### src/rtl/ps2_pkg.sv
// Shared definitions for the PS/2 key event sequencer.
//   - Scan-code prefix and error byte constants.
//   - key_event_t: one queued event {ext, brk, code}.
//   - seq_state_t: prefix-tracking FSM states.
package ps2_pkg;

   localparam logic [7:0] KEYUP  = 8'hF0;
   localparam logic [7:0] EXTEND = 8'hE0;
   localparam logic [7:0] PAUSE  = 8'hE1;
   localparam logic [7:0] ERR_LO = 8'h00;
   localparam logic [7:0] ERR_HI = 8'hFF;

   localparam int KEY_EVENT_W = 10;

   typedef struct packed {
      logic       ext;
      logic       brk;
      logic [7:0] code;
   } key_event_t;

   typedef enum logic [1:0] {
      IDLE     = 2'd0,
      GOT_E0   = 2'd1,
      GOT_F0   = 2'd2,
      GOT_E0F0 = 2'd3
   } seq_state_t;

endpackage

### src/rtl/key_event_fifo.sv
// First-word fall-through FIFO of key events.
// Ports:
//   clk, rst       system clock, synchronous active-high reset
//   push_i         write push_data_i (taken only when not full, or when popping)
//   push_data_i    packed key_event_t
//   pop_i          remove head (ignored when empty)
//   head_o         current head; all zeros when empty
//   full_o/empty_o occupancy flags
module key_event_fifo
   import ps2_pkg::*;
#(
   parameter int DEPTH = 4
) (
   input  logic                   clk,
   input  logic                   rst,
   input  logic                   push_i,
   input  logic [KEY_EVENT_W-1:0] push_data_i,
   input  logic                   pop_i,
   output logic [KEY_EVENT_W-1:0] head_o,
   output logic                   full_o,
   output logic                   empty_o
);

   localparam int AW = $clog2(DEPTH);

   // Pointers carry one extra MSB so full and empty are distinguishable.
   logic [AW:0] wr_ptr_q, wr_ptr_d;
   logic [AW:0] rd_ptr_q, rd_ptr_d;
   key_event_t  mem_q [DEPTH];
   key_event_t  mem_d [DEPTH];
   logic        wr_en;
   logic        rd_en;

   assign empty_o = (wr_ptr_q == rd_ptr_q);
   assign full_o  = (wr_ptr_q[AW-1:0] == rd_ptr_q[AW-1:0]) &&
                    (wr_ptr_q[AW] != rd_ptr_q[AW]);

   // A push into a full FIFO fits only because the head slot is freed this cycle.
   assign wr_en = push_i && (!full_o || pop_i);
   assign rd_en = pop_i && !empty_o;

   assign head_o = empty_o ? '0 : mem_q[rd_ptr_q[AW-1:0]];

   always_comb begin
      wr_ptr_d = wr_ptr_q;
      rd_ptr_d = rd_ptr_q;
      mem_d    = mem_q;
      if (wr_en) begin
         mem_d[wr_ptr_q[AW-1:0]] = key_event_t'(push_data_i);
         wr_ptr_d                = wr_ptr_q + (AW+1)'(1);
      end
      if (rd_en) begin
         rd_ptr_d = rd_ptr_q + (AW+1)'(1);
      end
   end

   // Storage is not reset; head_o is masked while empty.
   always_ff @(posedge clk) begin
      mem_q <= mem_d;
      if (rst) begin
         wr_ptr_q <= '0;
         rd_ptr_q <= '0;
      end else begin
         wr_ptr_q <= wr_ptr_d;
         rd_ptr_q <= rd_ptr_d;
      end
   end

endmodule

### src/rtl/ps2_key_event_sequencer.sv
// Turns raw PS/2 scan-code bytes into make/break key events.
// Tracks E0/F0 prefixes, abandons a stalled prefix after TIMEOUT_CYCLES idle
// cycles, suppresses typematic repeats of the held key, and queues events in
// a FWFT FIFO read with a valid/ready handshake.
// Ports:
//   Clock, Reset              clock, synchronous active-high reset
//   CodeValid, KeyboardCode   one-cycle strobe with a received byte
//   EvtValid, EvtReady        output handshake for the FIFO head
//   EvtCode/EvtBreak/EvtExtended  head event fields (0 when empty)
//   KeyHeld, HeldCode, HeldExt    currently pressed key (zeros when none)
//   Overflow                  sticky: an event was dropped on a full FIFO
module ps2_key_event_sequencer
   import ps2_pkg::*;
#(
   parameter int FIFO_DEPTH     = 4,
   parameter int TIMEOUT_CYCLES = 1_000_000
) (
   input  logic       Clock,
   input  logic       Reset,
   input  logic       CodeValid,
   input  logic [7:0] KeyboardCode,
   output logic       EvtValid,
   input  logic       EvtReady,
   output logic [7:0] EvtCode,
   output logic       EvtBreak,
   output logic       EvtExtended,
   output logic       KeyHeld,
   output logic [7:0] HeldCode,
   output logic       HeldExt,
   output logic       Overflow
);

   localparam int             CNT_W   = $clog2(TIMEOUT_CYCLES);
   localparam logic [CNT_W-1:0] CNT_MAX = CNT_W'(TIMEOUT_CYCLES - 1);

   seq_state_t       state_q, state_d;
   logic [CNT_W-1:0] cnt_q, cnt_d;
   logic             held_q, held_d;
   logic [7:0]       held_code_q, held_code_d;
   logic             held_ext_q, held_ext_d;
   logic             overflow_q, overflow_d;

   logic             evt_gen;
   logic             push;
   logic             pop;
   logic             full;
   logic             empty;
   logic             is_err;
   logic             held_match;
   key_event_t       evt;
   key_event_t       head;
   logic [KEY_EVENT_W-1:0] head_raw;

   assign is_err = (KeyboardCode == ERR_LO) || (KeyboardCode == ERR_HI) ||
                   (KeyboardCode == PAUSE);

   // Prefix FSM and timeout counter.
   always_comb begin
      state_d  = state_q;
      cnt_d    = cnt_q;
      evt_gen  = 1'b0;
      evt.ext  = 1'b0;
      evt.brk  = 1'b0;
      evt.code = KeyboardCode;
      if (CodeValid) begin
         cnt_d = '0;
         unique case (state_q)
            IDLE: begin
               if (KeyboardCode == EXTEND)     state_d = GOT_E0;
               else if (KeyboardCode == KEYUP) state_d = GOT_F0;
               else if (!is_err)               evt_gen = 1'b1;
            end
            GOT_E0: begin
               if (KeyboardCode == KEYUP) begin
                  state_d = GOT_E0F0;
               end else if (KeyboardCode != EXTEND) begin
                  state_d = IDLE;
                  evt_gen = !is_err;
                  evt.ext = 1'b1;
               end
            end
            GOT_F0, GOT_E0F0: begin
               if (KeyboardCode != KEYUP) begin
                  state_d = IDLE;
                  evt_gen = !is_err && (KeyboardCode != EXTEND);
                  evt.brk = 1'b1;
                  evt.ext = (state_q == GOT_E0F0);
               end
            end
            default: state_d = IDLE;
         endcase
      end else if (state_q != IDLE) begin
         if (cnt_q == CNT_MAX) begin
            state_d = IDLE;
            cnt_d   = '0;
         end else begin
            cnt_d = cnt_q + CNT_W'(1);
         end
      end
   end

   // Held-key tracking; a make of the already-held key is a typematic repeat.
   assign held_match = held_q && (held_code_q == evt.code) && (held_ext_q == evt.ext);

   always_comb begin
      held_d      = held_q;
      held_code_d = held_code_q;
      held_ext_d  = held_ext_q;
      push        = 1'b0;
      if (evt_gen) begin
         if (!evt.brk) begin
            if (!held_match) begin
               push        = 1'b1;
               held_d      = 1'b1;
               held_code_d = evt.code;
               held_ext_d  = evt.ext;
            end
         end else begin
            push = 1'b1;
            if (held_match) begin
               held_d      = 1'b0;
               held_code_d = 8'h00;
               held_ext_d  = 1'b0;
            end
         end
      end
   end

   assign pop        = EvtValid && EvtReady;
   assign overflow_d = overflow_q || (push && full && !pop);

   always_ff @(posedge Clock) begin
      if (Reset) begin
         state_q     <= IDLE;
         cnt_q       <= '0;
         held_q      <= 1'b0;
         held_code_q <= 8'h00;
         held_ext_q  <= 1'b0;
         overflow_q  <= 1'b0;
      end else begin
         state_q     <= state_d;
         cnt_q       <= cnt_d;
         held_q      <= held_d;
         held_code_q <= held_code_d;
         held_ext_q  <= held_ext_d;
         overflow_q  <= overflow_d;
      end
   end

   key_event_fifo #(
      .DEPTH (FIFO_DEPTH)
   ) u_fifo (
      .clk         (Clock),
      .rst         (Reset),
      .push_i      (push),
      .push_data_i (evt),
      .pop_i       (pop),
      .head_o      (head_raw),
      .full_o      (full),
      .empty_o     (empty)
   );

   assign head        = key_event_t'(head_raw);
   assign EvtValid    = !empty;
   assign EvtCode     = head.code;
   assign EvtBreak    = head.brk;
   assign EvtExtended = head.ext;
   assign KeyHeld     = held_q;
   assign HeldCode    = held_code_q;
   assign HeldExt     = held_ext_q;
   assign Overflow    = overflow_q;

endmodule

### config.mk
export PLATFORM = sky130hd
export DESIGN_NAME = ps2_key_event_sequencer
export DESIGN_NICKNAME = d
export VERILOG_FILES = /design/src/rtl/ps2_pkg.sv /design/src/rtl/key_event_fifo.sv /design/src/rtl/ps2_key_event_sequencer.sv
export SDC_FILE = /design/constraint.sdc
export NUM_CORES = 1
export LEC_CHECK = 0
export ABC_AREA = 1
export BUFFER_PORTS_ARGS = -buffer_cell sky130_fd_sc_hd__clkbuf_2
export CORE_MARGIN = 2
export CORE_UTILIZATION = 33
export DETAILED_ROUTE_END_ITERATION = 16
export PLACE_DENSITY = 0.6
export REMOVE_ABC_BUFFERS = 1
export SKIP_LAST_GASP = 1
export SLEW_MARGIN = 10
export SYNTH_ARGS = -nofsm -noshare
export SYNTH_HDL_FRONTEND = slang
export SYNTH_SLANG_ARGS = --single-unit
### constraint.sdc
create_clock -name Clock -period 2.95 [get_ports Clock]
set_clock_uncertainty 0.2 [all_clocks]
set_input_delay 0 -clock Clock [delete_from_list [all_inputs] [get_ports Clock]]
set_output_delay 0 -clock Clock [all_outputs]
set_load 0.05 [all_outputs]
# --- Word-level counts from Yosys, hierarchy flattened ---
# Cells that the tools add are included.
totals:
  regBits: 79
  input_bits: 12
op_classes:
  add_sub_neg: 3
  n_lt_le_gt_ge: 3
  n_eq_ne: 20
  n_mux: 42
  bitwise: 2
  n_reduce_logical: 27
op_table:
  columns: ["cell", "n"]
  rows:
  - ["bitwise mux 40 bit", 1]
  - ["2-to-1 mux 10 bit", 4]
  - ["== test 8 bit (second input constant)", 4]
  - ["2-to-1 mux 8 bit", 3]
  - ["adder 20 x 1 -> 20 bit (second input constant)", 1]
  - ["binary-select mux 10 bit (select 2 bit)", 1]
  - ["demux 10 bit (select 2 bit)", 1]
  - ["== test 20 bit (second input constant)", 1]
  - ["2-to-1 mux 2 bit", 10]
  - ["2-to-1 mux 20 bit", 1]
  - ["2-to-1 mux 1 bit", 18]
  - ["!= test 8 bit (second input constant)", 2]
  - ["logical AND 1 bit", 10]
  - ["== test 8 bit", 1]
  - ["zero test 8 bit", 1]
  - ["!= test 4 bit (second input constant)", 2]
  - ["adder 3 x 1 -> 3 bit (second input constant)", 2]
  - [">= comparator 3 bit (second input constant)", 2]
  - ["NOT 2 -> 3 bit", 2]
  - ["case mux 2 bit (3 select lines)", 1]
  - ["nonzero test 2 bit", 3]
  - ["AND reduction 5 bit", 1]
  - ["== test 2 bit (second input constant)", 2]
  - ["zero test 1 bit", 4]
  - ["15 further kinds", 19]

# --- Depth between registers and ports, before layout ---
# Gate-level depths: netlist of run 1.
depth:
  word_depth: 13
  depth_mapped: 15

# --- Cells and area by module ---
# Synthesis of run 1 repeated with hierarchy kept, for this count alone.
hier_totals:
  hier_cells: 485
  hier_area_um2: 4166.5
by_module_without_submodules:
  columns: ["module", "n_inst", "cells_per_inst", "area_each_um2", "seq_area_each_um2"]
  rows:
  - ["ps2_key_event_sequencer", 1, 310, 2130.8, 660.6]
  - ["key_event_fifo", 1, 175, 2035.7, 1321.3]

# --- Worst setup path after synthesis of run 1 ---
# No wires, ideal clock.
synth_path:
  path_type: "reg-to-reg"
  from: "register held_code_q[0] (netlist: HeldCode[0])"
  to: "register u_fifo.mem_q[30] in the netlist's numbering, enable pin"
  arrival_time_ps: 2011
  required_ps: 2374
  path_slack_ps: 363
  stages_incl_launch_ff: 12
  path_buffers: 0
  period_less_slack_ps: 2587
  cell_sequence: "dfxtp_1 -> nand2_1 -> o21ai_0 -> a21oi_1 -> nand3_1 -> nor2_1 -> o21ai_1 -> a21oi_1 -> ha_1 -> inv_1 -> nand3_4 -> nor2_1"
synth_between:
  elab_chain_cells: 7
synth_rtl:
  columns: ["item", "line", "source"]
  rows:
  - ["from (decl)", "ps2_key_event_sequencer.sv:39", "logic [7:0] held_code_q, held_code_d;"]
  - ["from (signal assigned)", "ps2_key_event_sequencer.sv:144", "held_code_q <= held_code_d;"]
  - ["== test 8 bit", "ps2_key_event_sequencer.sv:103", "assign held_match = held_q && (held_code_q == evt.code) && (held_ext_q == evt.ext);"]
  - ["logical AND 1 bit (2 in series)", "ps2_key_event_sequencer.sv:103", null]
  - ["2-to-1 mux 1 bit", "ps2_key_event_sequencer.sv:112", "if (!held_match) begin"]
  - ["2-to-1 mux 1 bit", "ps2_key_event_sequencer.sv:111", "if (!evt.brk) begin"]
  - ["2-to-1 mux 1 bit", "ps2_key_event_sequencer.sv:110", "if (evt_gen) begin"]
  - ["logical AND 1 bit", "key_event_fifo.sv:39", "assign wr_en = push_i && (!full_o || pop_i);"]
  - ["to (signal assigned)", "key_event_fifo.sv:59", "mem_q <= mem_d;"]
  - ["to (decl)", "key_event_fifo.sv:29", "key_event_t mem_q [DEPTH];"]
# No other way between the ends.
# A chain may end at the register's enable or synchronous reset.

# --- Worst setup path in the final report of run 1 ---
layout_path:
  from: "input port KeyboardCode[2]"
  to: "register overflow_q (netlist: Overflow)"
layout_between:
  elab_chain_cells: 13
  word_cells_on_any_way: 35
  cone_classes: "8 x eq/ne; 17 x mux; 10 x reduce/logical"
layout_rtl:
  columns: ["item", "line", "source"]
  rows:
  - ["from (decl)", "ps2_key_event_sequencer.sv:21", "input logic [7:0] KeyboardCode,"]
  - ["!= test 8 bit", "ps2_key_event_sequencer.sv:76, ps2_key_event_sequencer.sv:85", null]
  - ["2-to-1 mux 1 bit", "ps2_key_event_sequencer.sv:76", "end else if (KeyboardCode != EXTEND) begin"]
  - ["2-to-1 mux 1 bit", "ps2_key_event_sequencer.sv:74", "if (KeyboardCode == KEYUP) begin"]
  - ["case mux 1 bit (2 select lines)", "ps2_key_event_sequencer.sv:67", "unique case (state_q)"]
  - ["2-to-1 mux 2 bit", "ps2_key_event_sequencer.sv:65", "if (CodeValid) begin"]
  - ["== test 1 bit", "ps2_key_event_sequencer.sv:103", null]
  - ["logical AND 1 bit", "ps2_key_event_sequencer.sv:103", null]
  - ["2-to-1 mux 1 bit", "ps2_key_event_sequencer.sv:112", null]
  - ["2-to-1 mux 1 bit", "ps2_key_event_sequencer.sv:111", null]
  - ["2-to-1 mux 1 bit *", "ps2_key_event_sequencer.sv:110", null]
  - ["logical AND 1 bit * (2 in series)", "ps2_key_event_sequencer.sv:130", "assign overflow_d = overflow_q || (push && full && !pop);"]
  - ["logical OR 1 bit *", "ps2_key_event_sequencer.sv:130", null]
  - ["to (signal assigned)", "ps2_key_event_sequencer.sv:146", "overflow_q <= overflow_d;"]
  - ["to (decl)", "ps2_key_event_sequencer.sv:41", "logic overflow_q, overflow_d;"]
# Mark *: on every way between the ends. The rest lies on a longest branch, timed or not.

==> results of run 1 <==
[worst paths after layout]
| check | cells past startpoint | startpoint | endpoint | slack [ns] |
|---|---|---|---|---|
| worst min register to register | 2 | u_fifo.rd_ptr_q[2] | u_fifo.rd_ptr_q[2] | 0.28 |
| worst max-delay path | 15 | KeyboardCode[2] | Overflow | 0.22 |
| worst min-delay path | 2 | u_fifo.rd_ptr_q[2] | u_fifo.rd_ptr_q[2] | 0.28 |
| worst max register to register | 10 | state_q[1] | Overflow | 0.48 |
[sequential cells by signal (all words and copies together) (netlist names), 2 cells and up]
name / count
HeldCode: 8
cnt_q: 20
state_q: 2
u_fifo.mem_q: 40
u_fifo.rd_ptr_q: 3
u_fifo.wr_ptr_q: 3
[worst min-delay path, stage by stage (launching register included)]
cell and delay [ns]:
dfxtp_1 0.33, inv_1 0.06, a21oi_1 0.05
[per-layer routing]
layer	part of all wire	global-route usage	vias up
met5	0	0	-
met4	0.0099	0.0488	0
met3	0.045	0.0354	7
met2	0.46	0.228	75
met1	0.49	0.192	1500
li1	-	-	1650
[logic make-up (layout without fill, tap and decap cells)]
| group | after synthesis | count (layout) | synth area share |
|---|---|---|---|
| AOI/OAI and AO/OA | 63 | 63 | 0.0928 |
| and+or+nand+nor | 233 | 233 | 0.279 |
| xor gates and xnor gates | 11 | 11 | 0.0245 |
| adders and majority gates | 7 | 7 | 0.0223 |
| buffers and inverters | 75 | 130 | 0.0773 |
| DFF | 79 | 79 | 0.504 |
[per-stage QoR]
step           utilization  setup WS [ns]
2_1_floorplan            -          0.354
3_3_place_gp         0.370          0.718
3_5_place_dp         0.370          0.631
4_1_cts              0.410          0.188
5_1_grt              0.410         0.0147
6_report             0.410          0.218
[where the power goes]
| group | internal, mW | switching, mW | leakage [nW] |
|---|---|---|---|
| Clock | 0.762 | 0.476 | 0.165 |
| Combinational | 0.171 | 0.513 | 1.11 |
| Sequential | 1.20 | 0.0289 | 0.686 |
| Total | 2.13 | 1.02 | 1.96 |
[final cells by class]
class | count | share of cell area
timing repair buffer | 53 | 0.0731
clock buffer | 9 | 0.0476
inverter | 61 | 0.0484
clock inverter | 7 | 0.0230
tap | 143 | 0.0379
sequential | 79 | 0.419
multi-input combinational | 314 | 0.351
[cell usage after synthesis, types with 2 or more instances]
cell type / n
nor3_2: 4
xnor2_1: 3
inv_1: 57
dfxtp_1: 39
nand4_2: 2
inv_2: 3
edfxtp_1: 40
nand2_1: 83
nand2_2: 6
xor2_1: 8
nand4_1: 12
o32ai_1: 10
o21ai_1: 2
ha_1: 7
nand3_2: 3
a21oi_1: 27
nor2_2: 7
o22ai_1: 3
buf_6: 2
buf_4: 2
nand3_1: 17
nor2_1: 84
o21ai_0: 18
nor3_1: 5
nor2_4: 3
clkbuf_1: 9
[what timing repair did]
action,in CTS,in global routing
hold endpoints to repair,56,0
hold buffers,12,0
resized for setup,0,2
endpoints found under the setup margin,0,1
==> metrics.yaml, run 1 <==
status:
  status: "finished, violations left"
  violations: "DRC"
timing:
  tightest_slew_ns: 0.682
  hold_viol: 0
  maxSlewHeadroom: 0.545
  finalCritPeriodShare: 0.926
  maxSlewViolCount: 0
  whs_ns: 0.279
  rsz0062_at_grt: "false"
  min_period_ns: 2.73
  setup_viol: 0
  max_freq_ghz: 0.366
  setup_tns_ns: 0
synthesis:
  yosysWarnings: 0
  syn_inst: 468
  synth.avg_cell_area_sq_um: 8.41
  ys_ff_latch: 79
  ys_seq_area_frac: 0.504
  synthArstFlopShare: 0
  syn_area_sq_um: 3940
  ys.flop_type: "edfxtp_1"
  yosys.area.top_type: "edfxtp_1"
  ys_types: 38
  synth-edff-count: 40
  synth_top_cell_area_share: 0.305
  yosys-top-cells-area: "edfxtp_1 (31%), dfxtp_1 (20%), nor2_1 (8.0%)"
cells_and_area:
  drive_gt1_frac: 0.172
  multi_input_area_sq_um: 1660
  stdcell_count: 666
  mostFrequentLayoutCells: "nand2_1 (83), nor2_1 (83), inv_1 (57), edfxtp_1 (40), dfxtp_1 (39)"
  regArea_sq_um: 1980
  diodes: 0
  fillers: 1155
  finalInstanceArea_sq_um: 4730
  fin_nets: 537
  area_delta_synth_final_pct: 20.1
global_route:
  antenna_found_initial: 0
  grt_pass1_wl_microns: 14700
  grt_max_degree: 23
  grt_pass1_vias: 3122
  gr-usage-all-layers: 0.143
  gr-total-overflow: 0
floorplan:
  core_sq_um: 11500
  die_w_microns: 113
  start_util: 0.342
  die_h_microns: 113
  rows: 39
  io_pins: 34
  die-area_sq_um: 12800
clock_tree:
  cts_sinks: 79
  cts_root_buf: "clkbuf_16"
  cts_buffers: 9
  clk_pin_slew_ns: 0.06
  worstSkewPairLatency_ns: 0.34
  clock_path_buffers: 2
  cts_tree: "yes"
  cts_htree_levels: 3
  post_cts.repair.setup_buffers: 0
drt:
  vias: 3232
  avgRoutedWirePerCell_microns: 13.1
  first_pass_iters: 10
  ant_nets: 0
  wirelength_microns: 8690
  drc: 2
  vias_per_cell: 4.85
  drt_iter0_markers: 193
worst_setup_path:
  crit_required_ns: 3.03
  cp_top_family: "buffers and inverters"
  path_class: "input port to flop"
  path_cells: "dlygate4sd3_1, clkbuf_2, inv_2, nand2_2, nor2_4, nand2_2, nor2_1, inv_1, nand3_1, a21oi_1, ha_1, nor3_4, nand3_1, a21oi_1, dlygate4sd3_1"
  cp.arrival_ns: 2.81
  endpoint_kind: "flop"
  critical-path-max-stage-delay_ns: 0.56
  start_kind: "input port"
  cp_max_fo: 9
  crit_buf_inv: 5
  crit_path_top_delay_cell: "dlygate4sd3_1"
placed_design:
  dpl.hpwl_microns: 6220
  placed_cells: 638
  io_buffers: 33
  place_area_sq_um: 4260
  place_congestion: 0.853
hold_path:
  hp-class: "flop to flop"
power:
  ir_worst_vdd_v: 0.000400
  cellLeakagePower_nw: 1.96
  finalPower_mw: 3.15
  p_per_area_nw_per_um2: 666
run:
  max_cap_viol_count: 0
(Power assumes the default switching activity.)
==> inputs of run 2 (changes only) <==
CTS_CLUSTER_SIZE = 25   (was unset)
MAX_ROUTING_LAYER = met4   (was unset)
PLACE_DENSITY = 0.62   (was 0.6)
clock period = 2.3 ns   (was 2.95 ns; I/O delays follow)
==> run 2 against run 1 <==
Net effect:
- the run still ends with DRC left
- utilization increased by 1.1 points
- clock power grew 9.7%
- power up 23%
- register-to-register slack worse by 0.31 ns
- combinational power rose by 37%
- first-iteration DRC count is 25% lower
- sequential power is 28% higher
- sequential share of layout area decreased by 1.1 points
- final cell count up 2.4%
- global-route usage increased by 1.2 points
- critical path type is now flop to flop
- largest power group is now registers
==> metrics.yaml, run 2 (synthesis results as in run 1) <==
worst_setup_path:
  cp-startpoint: "state_q[0]"
  cp_top_family: "simple AND/OR/NAND/NOR gates"
  cp_max_fo: 5
  endpoint_kind: "flop"
  rr_endpoint: "u_fifo.mem_q[29]"
  cp.arrival_ns: 1.99
  r2r_cells: 10
  critical-path-max-stage-delay_ns: 0.36
  crit_buf_inv: 3
  start_kind: "flop"
  reg2reg_slack_ns: 0.17
  crit_required_ns: 2.15
  path_cells: "inv_1, nor2_1, nand3_1, o21ai_1, a21oi_1, ha_2, inv_2, nand3_4, nor2_4, buf_6"
  crit_path_top_delay_cell: "dfxtp_2"
  worstReg2RegStart: "state_q[0]"
  path_class: "flop to flop"
global_route:
  gr-usage-all-layers: 0.155
  grtUsageMet2: 0.246
  grt_pass1_wl_microns: 15400
  met1_usage: 0.198
  antenna_found_initial: 0
  met3_usage: 0.0337
  grt_max_degree: 23
  gr-total-overflow: 0
  grt_pass1_vias: 3215
  busiest_layer: "met2"
power:
  combPwrFrac: 0.243
  intPower_mw: 2.54
  p_per_area_nw_per_um2: 797
  finalPower_mw: 3.87
  ir_worst_vdd_v: 0.000423
  p_seq_frac: 0.406
  switching_power_mw: 1.33
  cellLeakagePower_nw: 2.02
  switching_share: 0.344
  clockPowerShare: 0.351
placed_design:
  io_buffers: 33
  dpl.hpwl_microns: 6490
  dp_slack_ns: 0.0470
  place_area_sq_um: 4350
  place_congestion: 0.866
clock_tree:
  cts_buffers: 9
  cts_tree: "yes"
  cts_sinks: 79
  clock_path_buffers: 2
  cts_htree_levels: 3
  clk_pin_slew_ns: 0.06
  worstSkewPairLatency_ns: 0.34
  cts_root_buf: "clkbuf_16"
floorplan:
  io_pins: 34
  start_util: 0.342
  core_sq_um: 11500
  die-area_sq_um: 12800
  rows: 39
  die_w_microns: 113
  die_h_microns: 113
timing:
  setup_tns_ns: 0
  hold_viol: 0
  finalCritPeriodShare: 0.927
  setup_viol: 0
  max_freq_ghz: 0.469
  rsz0062_at_grt: "false"
  worst_slack_ns: 0.168
  min_period_ns: 2.13
  maxSlewHeadroom: 0.686
  tightest_slew_ns: 0.469
  maxSlewViolCount: 0
hold_path:
  whs_path_depth: 7
  hp-class: "input port to flop"
  min_to: "state_q[0]"
  hold_start: "KeyboardCode[5]"
cells_and_area:
  regArea_sq_um: 1980
  top_register: "u_fifo.mem_q"
  finalInstanceArea_sq_um: 4860
  drive_gt1_frac: 0.210
  mostFrequentLayoutCells: "nand2_1 (83), nor2_1 (79), inv_1 (56), edfxtp_1 (40), dfxtp_1 (38)"
  fin_nets: 553
  utilization: 0.422
  diodes: 0
  final_common_cell: "nand2_1"
  area_delta_synth_final_pct: 23.4
  fillers: 1156
  largest_reg_flops: 40
  multi_input_area_sq_um: 1690
drt:
  drt_iter0_markers: 145
  drc: 2
  ant_nets: 0
  vias: 3315
  wirelength_microns: 9430
  avgRoutedWirePerCell_microns: 13.8
  first_pass_iters: 10
  vias_per_cell: 4.86
status:
  violations: "DRC"
  status: "finished, violations left"
run:
  max_cap_viol_count: 0
[run 2: cell types whose count changed in the layout (fill, tap and decap cells not counted), sizes merged]
cell and change:
bufinv -2, buf +16, inv -1, clkinv +2
clkinvlp +1
[run 2: cell type report]
cell class / instances / area share
inverter: 61 / 0.0471
sequential: 79 / 0.408
multi-input combinational: 314 / 0.348
timing repair buffer: 69 / 0.103
clock buffer: 9 / 0.0464
clock inverter: 7 / 0.0111
tap: 143 / 0.0368
[run 2: metal layers]
layer	vias up	wire length (microns)
met4	0	130
li1	1683	-
met1	1556	4610
met5	-	0
met2	65	4320
met3	11	374
[run 2: worst max-delay path by stage]
stage | endpoint | slack [ns] | depth (start not counted)
floorplan | u_fifo.mem_q[30] | -0.30 | 11
global placement | u_fifo.mem_q[27] | 0.13 | 14
detailed placement | u_fifo.mem_q[32] | 0.05 | 14
CTS | u_fifo.mem_q[36] | 0.009 | 15
global route | u_fifo.mem_q[25] | 0.02 | 10
finish | u_fifo.mem_q[29] | 0.17 | 10
[run 2: power by group through the flow]
stage / combinational (mW) / clock [mW] / sequential (mW)
2_1_floorplan: 0.570 / 0 / 1.66
3_3_place_gp: 0.882 / 0 / 1.60
3_5_place_dp: 0.895 / 0 / 1.60
4_1_cts: 0.915 / 1.38 / 1.57
5_1_grt: 1.02 / 1.44 / 1.58
6_report: 0.939 / 1.36 / 1.57
[run 2: worst min-delay path: cells and delay by family]
family                 cells  cell delay (ns)
buffers and inverters      1             0.12
AO/OA/AOI/OAI              1             0.07
AND/OR/NAND/NOR            5             0.37
[run 2: timing repair]
item                                    in CTS  in global routing
hold endpoints to repair                    59                 10
resized for setup                            0                 29
endpoints found under the setup margin       0                 50
buffers inserted                             0                  1
hold buffers                                12                  2
[run 2: per-stage QoR]
step,hold WS (ns),std cells
2_1_floorplan,-0.131,454
3_3_place_gp,0.0941,650
3_5_place_dp,0.107,650
4_1_cts,0.0592,678
5_1_grt,0.129,682
6_report,0.0609,682
